`src/rtl/cbrt_pkg.sv`:
```
// Shared widths, state encoding and step limit for the digit-by-digit cube-root sequencer.
package cbrt_pkg;

   localparam int DATA_W = 32;
   localparam int N_GRP  = 11;
   localparam int ROOT_W = 11;
   localparam int REM_W  = 24;

   typedef enum logic [1:0] {
      S_IDLE = 2'd0,
      S_ITER = 2'd1,
      S_DONE = 2'd2
   } state_t;

   localparam logic [3:0] LAST_STEP = 4'd10;

endpackage

```
`src/rtl/cbrt_group_sel.sv`:
```
// Selects one 3-bit operand group, MSB group first; index 0 is the zero-padded top pair.
module cbrt_group_sel
   import cbrt_pkg::*;
(
   input  logic [3:0]        idx,
   input  logic [DATA_W-1:0] x,
   output logic [2:0]        grp
);

   // A leading zero makes the operand an exact multiple of three bits.
   logic [3*N_GRP-1:0] x_pad;
   assign x_pad = {1'b0, x};

   always_comb begin
      grp = 3'd0;
      for (int i = 0; i < N_GRP; i++) begin
         if (idx == 4'(i)) grp = x_pad[3*(N_GRP-1-i) +: 3];
      end
   end

endmodule

```
`src/rtl/cbrt_seq_ctrl.sv`:
```
// Sequencer for the restoring integer cube root: one 3-bit group per cycle, 11 steps per result.
module cbrt_seq_ctrl
   import cbrt_pkg::*;
(
   input  logic              clk,
   input  logic              rst,
   input  logic              start,
   input  logic [DATA_W-1:0] x_in,
   output logic              ready,
   output logic              busy,
   output logic              valid,
   output logic [ROOT_W-1:0] root,
   output logic [REM_W-1:0]  rem
);

   localparam int RS_W = REM_W + 3;

   state_t            state_q, state_d;
   logic [3:0]        step_q;
   logic [DATA_W-1:0] x_q;
   logic [ROOT_W-1:0] y_q, root_q;
   logic [REM_W-1:0]  r_q, rem_q;
   logic              load, adv, last;

   logic [2:0]        grp;
   logic [RS_W-1:0]   rs, ys_w, b, diff;
   logic [ROOT_W:0]   ys, ys_inc;
   logic              ge;
   logic [ROOT_W-1:0] y_nxt;
   logic [REM_W-1:0]  r_nxt;
   logic              unused_bits;

   cbrt_group_sel u_sel (
      .idx (step_q),
      .x   (x_q),
      .grp (grp)
   );

   // Restoring step: try the next root bit; keep it only if the trial subtrahend fits.
   assign rs     = {r_q, grp};
   assign ys     = {y_q, 1'b0};
   assign ys_inc = ys + 1'b1;
   assign ys_w   = RS_W'(ys);
   assign b      = RS_W'(3) * ys_w * (ys_w + RS_W'(1)) + RS_W'(1);
   assign ge     = (rs >= b);
   assign diff   = rs - b;
   assign y_nxt  = ge ? ys_inc[ROOT_W-1:0] : ys[ROOT_W-1:0];
   assign r_nxt  = ge ? diff[REM_W-1:0] : rs[REM_W-1:0];

   // The dropped high bits are provably zero for any 32-bit operand.
   assign unused_bits = ^{diff[RS_W-1:REM_W], rs[RS_W-1:REM_W], ys_inc[ROOT_W], ys[ROOT_W]};

   assign last = (step_q == LAST_STEP);

   always_ff @(posedge clk or posedge rst) begin
      if (rst) state_q <= S_IDLE;
      else     state_q <= state_d;
   end

   always_comb begin
      state_d = state_q;
      load    = 1'b0;
      adv     = 1'b0;
      case (state_q)
         S_IDLE: begin
            if (start) begin
               load    = 1'b1;
               state_d = S_ITER;
            end
         end
         S_ITER: begin
            adv = 1'b1;
            if (last) state_d = S_DONE;
         end
         S_DONE: begin
            if (start) begin
               load    = 1'b1;
               state_d = S_ITER;
            end else begin
               state_d = S_IDLE;
            end
         end
         default: state_d = S_IDLE;
      endcase
   end

   // Results are captured on the final step so they are already new while valid is high.
   always_ff @(posedge clk or posedge rst) begin
      if (rst) begin
         step_q <= 4'd0;
         x_q    <= '0;
         y_q    <= '0;
         r_q    <= '0;
         root_q <= '0;
         rem_q  <= '0;
      end else if (load) begin
         step_q <= 4'd0;
         x_q    <= x_in;
         y_q    <= '0;
         r_q    <= '0;
      end else if (adv) begin
         y_q <= y_nxt;
         r_q <= r_nxt;
         if (last) begin
            root_q <= y_nxt;
            rem_q  <= r_nxt;
         end else begin
            step_q <= step_q + 4'd1;
         end
      end
   end

   assign ready = (state_q != S_ITER);
   assign busy  = (state_q == S_ITER);
   assign valid = (state_q == S_DONE);
   assign root  = root_q;
   assign rem   = rem_q;

endmodule

```
`config.mk`:
```
export PLATFORM = sky130hd
export DESIGN_NAME = cbrt_seq_ctrl
export DESIGN_NICKNAME = d
export VERILOG_FILES = /design/src/rtl/cbrt_pkg.sv /design/src/rtl/cbrt_group_sel.sv /design/src/rtl/cbrt_seq_ctrl.sv
export SDC_FILE = /design/constraint.sdc
export NUM_CORES = 1
export LEC_CHECK = 0
export CORE_AREA = 2 2 223 225
export DETAILED_ROUTE_END_ITERATION = 8
export DIE_AREA = 0 0 225 227
export PLACE_DENSITY = 0.38
export SLEW_MARGIN = 0
export SYNTH_ARGS = -nofsm -noshare
export SYNTH_HDL_FRONTEND = slang
export SYNTH_SLANG_ARGS = --single-unit
```
`constraint.sdc`:
```
create_clock -name clk -period 10.23 [get_ports clk]
set_input_delay 1.5345 -clock clk [delete_from_list [all_inputs] [get_ports clk]]
set_output_delay 1.5345 -clock clk [all_outputs]
set_load 0.01 [all_outputs]
```
==> flow_summary_export.csv, run 1 <==
group,metric,value,unit
global_routing,grt_pass1_vias,9373,
worst_setup_path,ff2ff_setup_slack,0.75,ns
global_routing,grt_start_max_net_pins,64,
timing,period_needed,9.48,ns
detailed_routing,num_vias,8798,
cts,path_clk_slew,0.08,ns
cells_and_area,post-route-util,27.5,%
timing,period_share,92.7,%
cells_and_area,drive_gt1_share,5.39,%
timing,fin_worst_skew,0.0188,ns
cts,cts_tree,"yes",
detailed_routing,ant_nets,0,
worst_setup_path,cp.required,10.49,ns
floorplan,start_util,23.8,%
global_routing,antenna_found_initial,1,
detailed_routing,drt_pass1_iterations,4,
detailed_routing,drc,0,
global_routing,grt_first_pass_wirelength,54000,um
timing,final.setup.worst_slack,0.747,ns
detailed_routing,drt-total-wl,33600,um
worst_setup_path,critPathMaxFanout,11,
timing,worst_pin_slew,0.871,ns
worst_setup_path,crit_top_cell,"fa_1",
worst_setup_path,crit_slowest_cell,"fa_1",
floorplan,rows,81,
cts,cts_made_buffers,9,
timing,rsz0062_at_grt,"false",
detailed_routing,viasPerCell,4.41,
cells_and_area,area_growth,15.6,%
worst_setup_path,r2r_cells,38,
timing,hold_viol_final,0,
logic_synthesis,yosysUniqueCellTypes,68,
outcome,status,"finished, final reports clean",
timing,finalSetupTns,0,ns
cells_and_area,diodes,0,
cts,clkSinkCount,108,
worst_setup_path,cp-startpoint,"y_q[1]",
logic_synthesis,yosys_warnings,0,
cells_and_area,multi_input_area,7970,um^2
logic_synthesis,ys.flop_type,"dfrtp_1",
timing,max_freq,105,MHz
logic_synthesis,synth_seq_cells,108,
timing,finalSetupViolations,0,
cells_and_area,fill_cells,5223,
worst_setup_path,crit_type,"flip-flop to flip-flop",
global_routing,gr-total-overflow,0,
hold_path,hold_path_class,"flip-flop to flip-flop",
placed_design,gp_congestion,0.788,
logic_synthesis,synth_area_leader_cell,"dfrtp_1",
cells_and_area,nNetsFinal,1638,
worst_setup_path,worstSetupStartpointType,"flip-flop",
cts,cts-root-buf,"clkbuf_16",
floorplan,die_h,227,um
placed_design,port_buffers,72,
floorplan,pin_count,73,
logic_synthesis,synth_top_area_share,23.4,%
worst_setup_path,slowest_delay,0.54,ns
cts,insertion_delay,0.38,ns
logic_synthesis,syn_area,11500,um^2
floorplan,die_w,225,um
global_routing,grt_usage,13.7,%
worst_setup_path,cp.arrival,9.75,ns
detailed_routing,drt-initial-drc-count,368,
placed_design,dp_slack,0.440,ns
cts,clockBufferDepth,2,
logic_synthesis,ys_top_cells_by_count,"nand2_1 (231), inv_1 (164), ha_1 (123)",
hold_path,min_from,"root[10]",
worst_setup_path,r2r-end,"rem[22]",
detailed_routing,wl_per_cell,16.8,um
cts,postCtsHoldBufs,0,
worst_setup_path,r2r-start,"y_q[1]",
logic_synthesis,synthesis.nets,1578,
floorplan,core,48500,um^2
floorplan,dieArea,51100,um^2
timing,slew_headroom,41.9,%
logic_synthesis,yosys.cell_count.top_type,"nand2_1",
logic_synthesis,synth_area_leaders,"dfrtp_1 (23%), fa_1 (19%), ha_1 (13%), nand2_1 (7.5%), inv_1 (5.3%)",
timing,maxSlewViolCount,0,
placed_design,hpwl,26500,um
logic_synthesis,ys_seq_area_share,23.4,%
cells_and_area,regArea,2700,um^2
worst_setup_path,crit_end,"rem[22]",
logic_synthesis,async_reset_ff_share,100,%
cts,h-tree-depth,3,
worst_setup_path,endpoint_kind,"flip-flop",
logic_synthesis,synth_edf_count,0,
logic_synthesis,synth_cells,1310,
flow_run,cap_violations,0,
logic_synthesis,synth_area_per_cell,8.81,um^2
==> metrics by stage <==
step	cells	hold WS [ns]	instance area, um^2
after CTS	1995	0.485	13300
after floorplan	1310	0.440	11500
after global routing	1996	0.499	13300
after global placement	1980	0.460	13000
after detailed placement	1980	0.465	13000
final	1996	0.477	13300
==> layout make-up <==
class | instances | area share (%)
multi-input cells | 979 | 59.7
clock buffers | 9 | 1.69
clock inverters | 6 | 0.356
well taps | 622 | 5.83
repair buffers | 104 | 7.39
flip-flops and latches | 108 | 20.3
inverters | 168 | 4.77
==> repair_timing <==
item,CTS,global route
setup buffers,0,1
gates resized for setup,0,5
endpoints found under the setup margin,0,46
==> metal layers <==
layer  GRT usage (%)  vias to the layer above  wire length (um)
met5               0                        -                 0
met4            2.33                        0               363
met3            2.05                       19               884
met2            22.5                      107             15300
met1            19.3                     4300             17000
li1                -                     4372                 -
==> critical path, delay by kind of cell (launching register included) <==
family                   cells  cell delay (ns)
XOR/XNOR                     2             0.40
multiplexers                 2             0.58
adder cells (fa/ha/maj)      9             3.70
flip-flops                   1             0.50
buffers and inverters        5             0.39
AND/OR/NAND/NOR              8             1.66
AO/OA/AOI/OAI               12             2.11
==> sequential cells by signal (all words and copies together) (netlist names) <==
name     cells
x_q         32
r_q         24
rem         24
root        11
y_q         11
step_q       4
state_q      2
==> logic make-up (layout without fill, tap and decap cells) <==
logic type / after synthesis / count (layout) / synth area share [%]
AND/OR/NAND/NOR: 447 / 447 / 18.1
adder cells (fa/ha/maj): 233 / 233 / 32.4
buffers and inverters: 223 / 287 / 7.70
AO/OA/AOI/OAI: 221 / 221 / 12.1
flip-flops: 108 / 108 / 23.4
XOR/XNOR: 50 / 50 / 3.79
multiplexers: 28 / 28 / 2.56
==> worst min-delay path by stage <==
stage,endpoint,depth (start not counted)
after floorplan,x_q[9],2
after global placement,x_q[23],2
after detailed placement,x_q[9],2
after CTS,x_q[9],2
after global routing,x_q[19],2
final,root[10],2
==> cells in the final DEF, fill, tap and decap left out, types with 6 or more instances in the layout <==
cell type and n:
clkdlybuf4s50_1 72, a21o_1 14, ha_1 123, a22o_1 10, mux2i_1 22, xnor2_1 29, dfrtp_1 107, nand2_1 230
o21ai_1 26, xor2_1 20, o21ai_0 57, clkbuf_16 9, nor3_1 12, inv_1 161, nand3_1 20, and2_1 50
o21bai_1 14, fa_1 110, o21a_1 14, or3_1 7, buf_4 30, a21oi_1 48, nor2_1 56, nor2b_1 27
nand4_1 6, nand2b_1 14
Power of run 1 is left out: the tool's default activity adds up to more than one toggle a clock period on the data nets, which glitch-free logic cannot reach.
==> inputs of run 2 (changes only) <==
--- a/config.mk
+++ b/config.mk
@@ -5,9 +5,11 @@
 export SDC_FILE = /design/constraint.sdc
 export NUM_CORES = 1
 export LEC_CHECK = 0
-export CORE_AREA = 2 2 223 225
+export ABC_AREA = 1
+export CORE_AREA = 2 2 222 224
+export CTS_CLUSTER_DIAMETER = 200
 export DETAILED_ROUTE_END_ITERATION = 8
-export DIE_AREA = 0 0 225 227
+export DIE_AREA = 0 0 224 226
 export PLACE_DENSITY = 0.38
 export SLEW_MARGIN = 0
 export SYNTH_ARGS = -nofsm -noshare
==> constraint.sdc (replaced) <==
create_clock -name clk -period 12.2 [get_ports clk]
set_input_delay 1.83 -clock clk [delete_from_list [all_inputs] [get_ports clk]]
set_output_delay 1.83 -clock clk [all_outputs]
set_load 0.01 [all_outputs]
==> run 2 against run 1 <==
Clock skew is 0.0043 ns lower. Sequential share of layout area up 0.22 points. Worst setup slack improved by 1.4 ns. Worst hold slack improved by 0.0061 ns. Maximum frequency shrank 5.8%.
==> flow_summary_export.csv, run 2 <==
group,metric,value,unit
outcome,status,"finished, final reports clean",
cells_and_area,area_growth,15.0,%
logic_synthesis,ys_seq_area_share,23.5,%
logic_synthesis,yosys_warnings,0,
global_routing,antenna_found_initial,0,
detailed_routing,wl_per_cell,16.0,um
floorplan,die_h,226,um
timing,period_share,82.5,%
timing,fin_worst_skew,0.0145,ns
cts,h-tree-depth,3,
detailed_routing,num_vias,9234,
timing,rsz0062_at_grt,"false",
logic_synthesis,synth_area_leaders,"dfrtp_1 (24%), fa_1 (19%), ha_1 (13%), nand2_1 (12%), inv_1 (8.7%)",
floorplan,rows,81,
placed_design,hpwl,27200,um
worst_setup_path,crit_top_cell,"nand2_1",
detailed_routing,drt_pass1_iterations,4,
worst_setup_path,critPathMaxFanout,41,
floorplan,core,48300,um^2
logic_synthesis,synth_top_area_share,23.5,%
worst_setup_path,crit_type,"flip-flop to flip-flop",
cells_and_area,largest_reg_flops,32,
cells_and_area,final_cell_mix,"nand2_1 (381), inv_1 (264), nor2_1 (133), ha_1 (123), fa_1 (110)",
logic_synthesis,syn_area,11500,um^2
cells_and_area,final_common_cell,"nand2_1",
detailed_routing,ant_nets,0,
cts,cts_tree,"yes",
worst_setup_path,ff2ff_setup_slack,2.13,ns
cts,clkSinkCount,108,
worst_setup_path,endpoint_kind,"flip-flop",
logic_synthesis,synth_area_leader_cell,"dfrtp_1",
worst_setup_path,slowest_delay,0.54,ns
timing,slew_headroom,27.7,%
logic_synthesis,synth_area_per_cell,7.80,um^2
placed_design,dpl_cell_area,12900,um^2
hold_path,hold_end,"rem[19]",
cts,cts_setup_buffers,0,
cts,cts_made_buffers,9,
detailed_routing,drt-initial-drc-count,444,
global_routing,grt_usage,14.0,%
logic_synthesis,synthesis.nets,1741,
worst_setup_path,cp.arrival,10.35,ns
worst_setup_path,crit_slowest_cell,"fa_1",
floorplan,die_w,224,um
worst_setup_path,worstSetupStartpointType,"flip-flop",
detailed_routing,viasPerCell,4.29,
logic_synthesis,synth_cells,1473,
global_routing,grt_start_max_net_pins,63,
logic_synthesis,ys_top_cells_by_count,"nand2_1 (381), inv_1 (265), nor2_1 (134)",
worst_setup_path,cp.required,12.48,ns
logic_synthesis,ys.flop_type,"dfrtp_1",
logic_synthesis,async_reset_ff_share,100,%
logic_synthesis,synth_seq_cells,108,
cts,clockBufferDepth,2,
hold_path,hold_path_class,"flip-flop to flip-flop",
cts,cts-root-buf,"clkbuf_16",
cells_and_area,top_register,"x_q",
logic_synthesis,yosysUniqueCellTypes,48,
worst_setup_path,r2r-start,"y_q[1]",
timing,period_needed,10.07,ns
floorplan,start_util,23.8,%
cells_and_area,final_area,13200,um^2
cells_and_area,drive_gt1_share,3.27,%
timing,finalSetupViolations,0,
cts,insertion_delay,0.40,ns
placed_design,gp_congestion,0.875,
hold_path,hold_depth,2,
logic_synthesis,yosys.cell_count.top_type,"nand2_1",
timing,worst_pin_slew,1.08,ns
cts,path_clk_slew,0.08,ns
placed_design,port_buffers,72,
global_routing,grt_pass1_vias,9596,
timing,hold_viol_final,0,
worst_setup_path,r2r-end,"rem[23]",
floorplan,dieArea,50600,um^2
hold_path,min_from,"rem[19]",
cts,cts_resized,0,
timing,finalSetupTns,0,ns
detailed_routing,drt-total-wl,34300,um
detailed_routing,drc,0,
cells_and_area,diodes,0,
cells_and_area,nNetsFinal,1794,
floorplan,pin_count,73,
timing,maxSlewViolCount,0,
worst_setup_path,critPathTopFamily,"adder cells",
cts,postCtsHoldBufs,0,
timing,max_freq,99.3,MHz
global_routing,gr-total-overflow,0,
logic_synthesis,synth_edf_count,0,
global_routing,grt_first_pass_wirelength,54600,um
flow_run,cap_violations,0,
worst_setup_path,path_buf_inv,7,
worst_setup_path,r2r_cells,40,
[run 2: changes by cell type in the layout (fill, tap and decap cells not counted), moves of 11 or more]
cell	delta
nor2b_1	-27
buf_4	-20
o21a_1	-12
nand2_1	+151
mux2i_1	-22
nor2_1	+77
nand2b_1	-14
inv_1	+103
a21o_1	-12
o21ai_0	-11
o21ai_1	-11
nand3_1	+20
and2_1	-50
[run 2: final cells by class]
type	count	area [um^2]
clock buffer	9	225
clock inverter	7	88.8
fill	5251	35100
inverter	275	1030
multi-input combinational	1050	7570
sequential	108	2700
tap	622	778
timing repair buffer	82	796
[run 2: logic make-up after synthesis]
logic type	synth area share (%)
AOI/OAI and AO/OA	9.37
xor gates and xnor gates	3.36
adders and majority gates	32.6
buffers and inverters	10.5
DFF	23.5
and+or+nand+nor	20.6
[run 2: metrics by stage]
| step | util, % | setup slack, ns | hold WS (ns) | instances |
|---|---|---|---|---|
| 6_report | 27.3 | 2.13 | 0.483 | 2153 |
| 5_1_grt | 27.3 | 1.34 | 0.507 | 2153 |
| 4_1_cts | 27.3 | 2.21 | 0.492 | 2153 |
| 3_5_place_dp | 26.7 | 2.25 | 0.470 | 2137 |
| 3_3_place_gp | 26.7 | 2.40 | 0.465 | 2137 |
| 2_1_floorplan | - | 3.61 | 0.442 | 1473 |
[run 2: how the worst max path moves through the flow]
stage	end	from	slack (ns)	depth (start not counted)
after floorplan	r_q[16]	y_q[1]	3.61	42
after global placement	r_q[23]	y_q[0]	2.40	42
after detailed placement	rem[23]	y_q[0]	2.25	42
after CTS	rem[4]	y_q[0]	2.21	42
after global routing	rem[23]	y_q[0]	1.34	42
final	rem[23]	y_q[1]	2.13	40
[run 2: worst register-to-register path: cells and delay by family, from the launching register on]
| family | cells | cell delay [ns] |
|---|---|---|
| adders and majority gates | 8 | 3.79 |
| AOI/OAI and AO/OA | 10 | 2.52 |
| and+or+nand+nor | 13 | 1.81 |
| buffers and inverters | 7 | 1.02 |
| DFF | 1 | 0.52 |
| xor gates and xnor gates | 2 | 0.29 |
[run 2: per-layer routing]
| metal | up-vias | GRT usage [%] | wire [um] |
|---|---|---|---|
| met2 | 114 | 23.7 | 16300 |
| met4 | 0 | 3.18 | 501 |
| met3 | 23 | 2.11 | 836 |
| li1 | 4660 | - | - |
| met5 | - | 0 | 0 |
| met1 | 4437 | 18.9 | 16700 |
Power of run 2 is left out for the same reason.
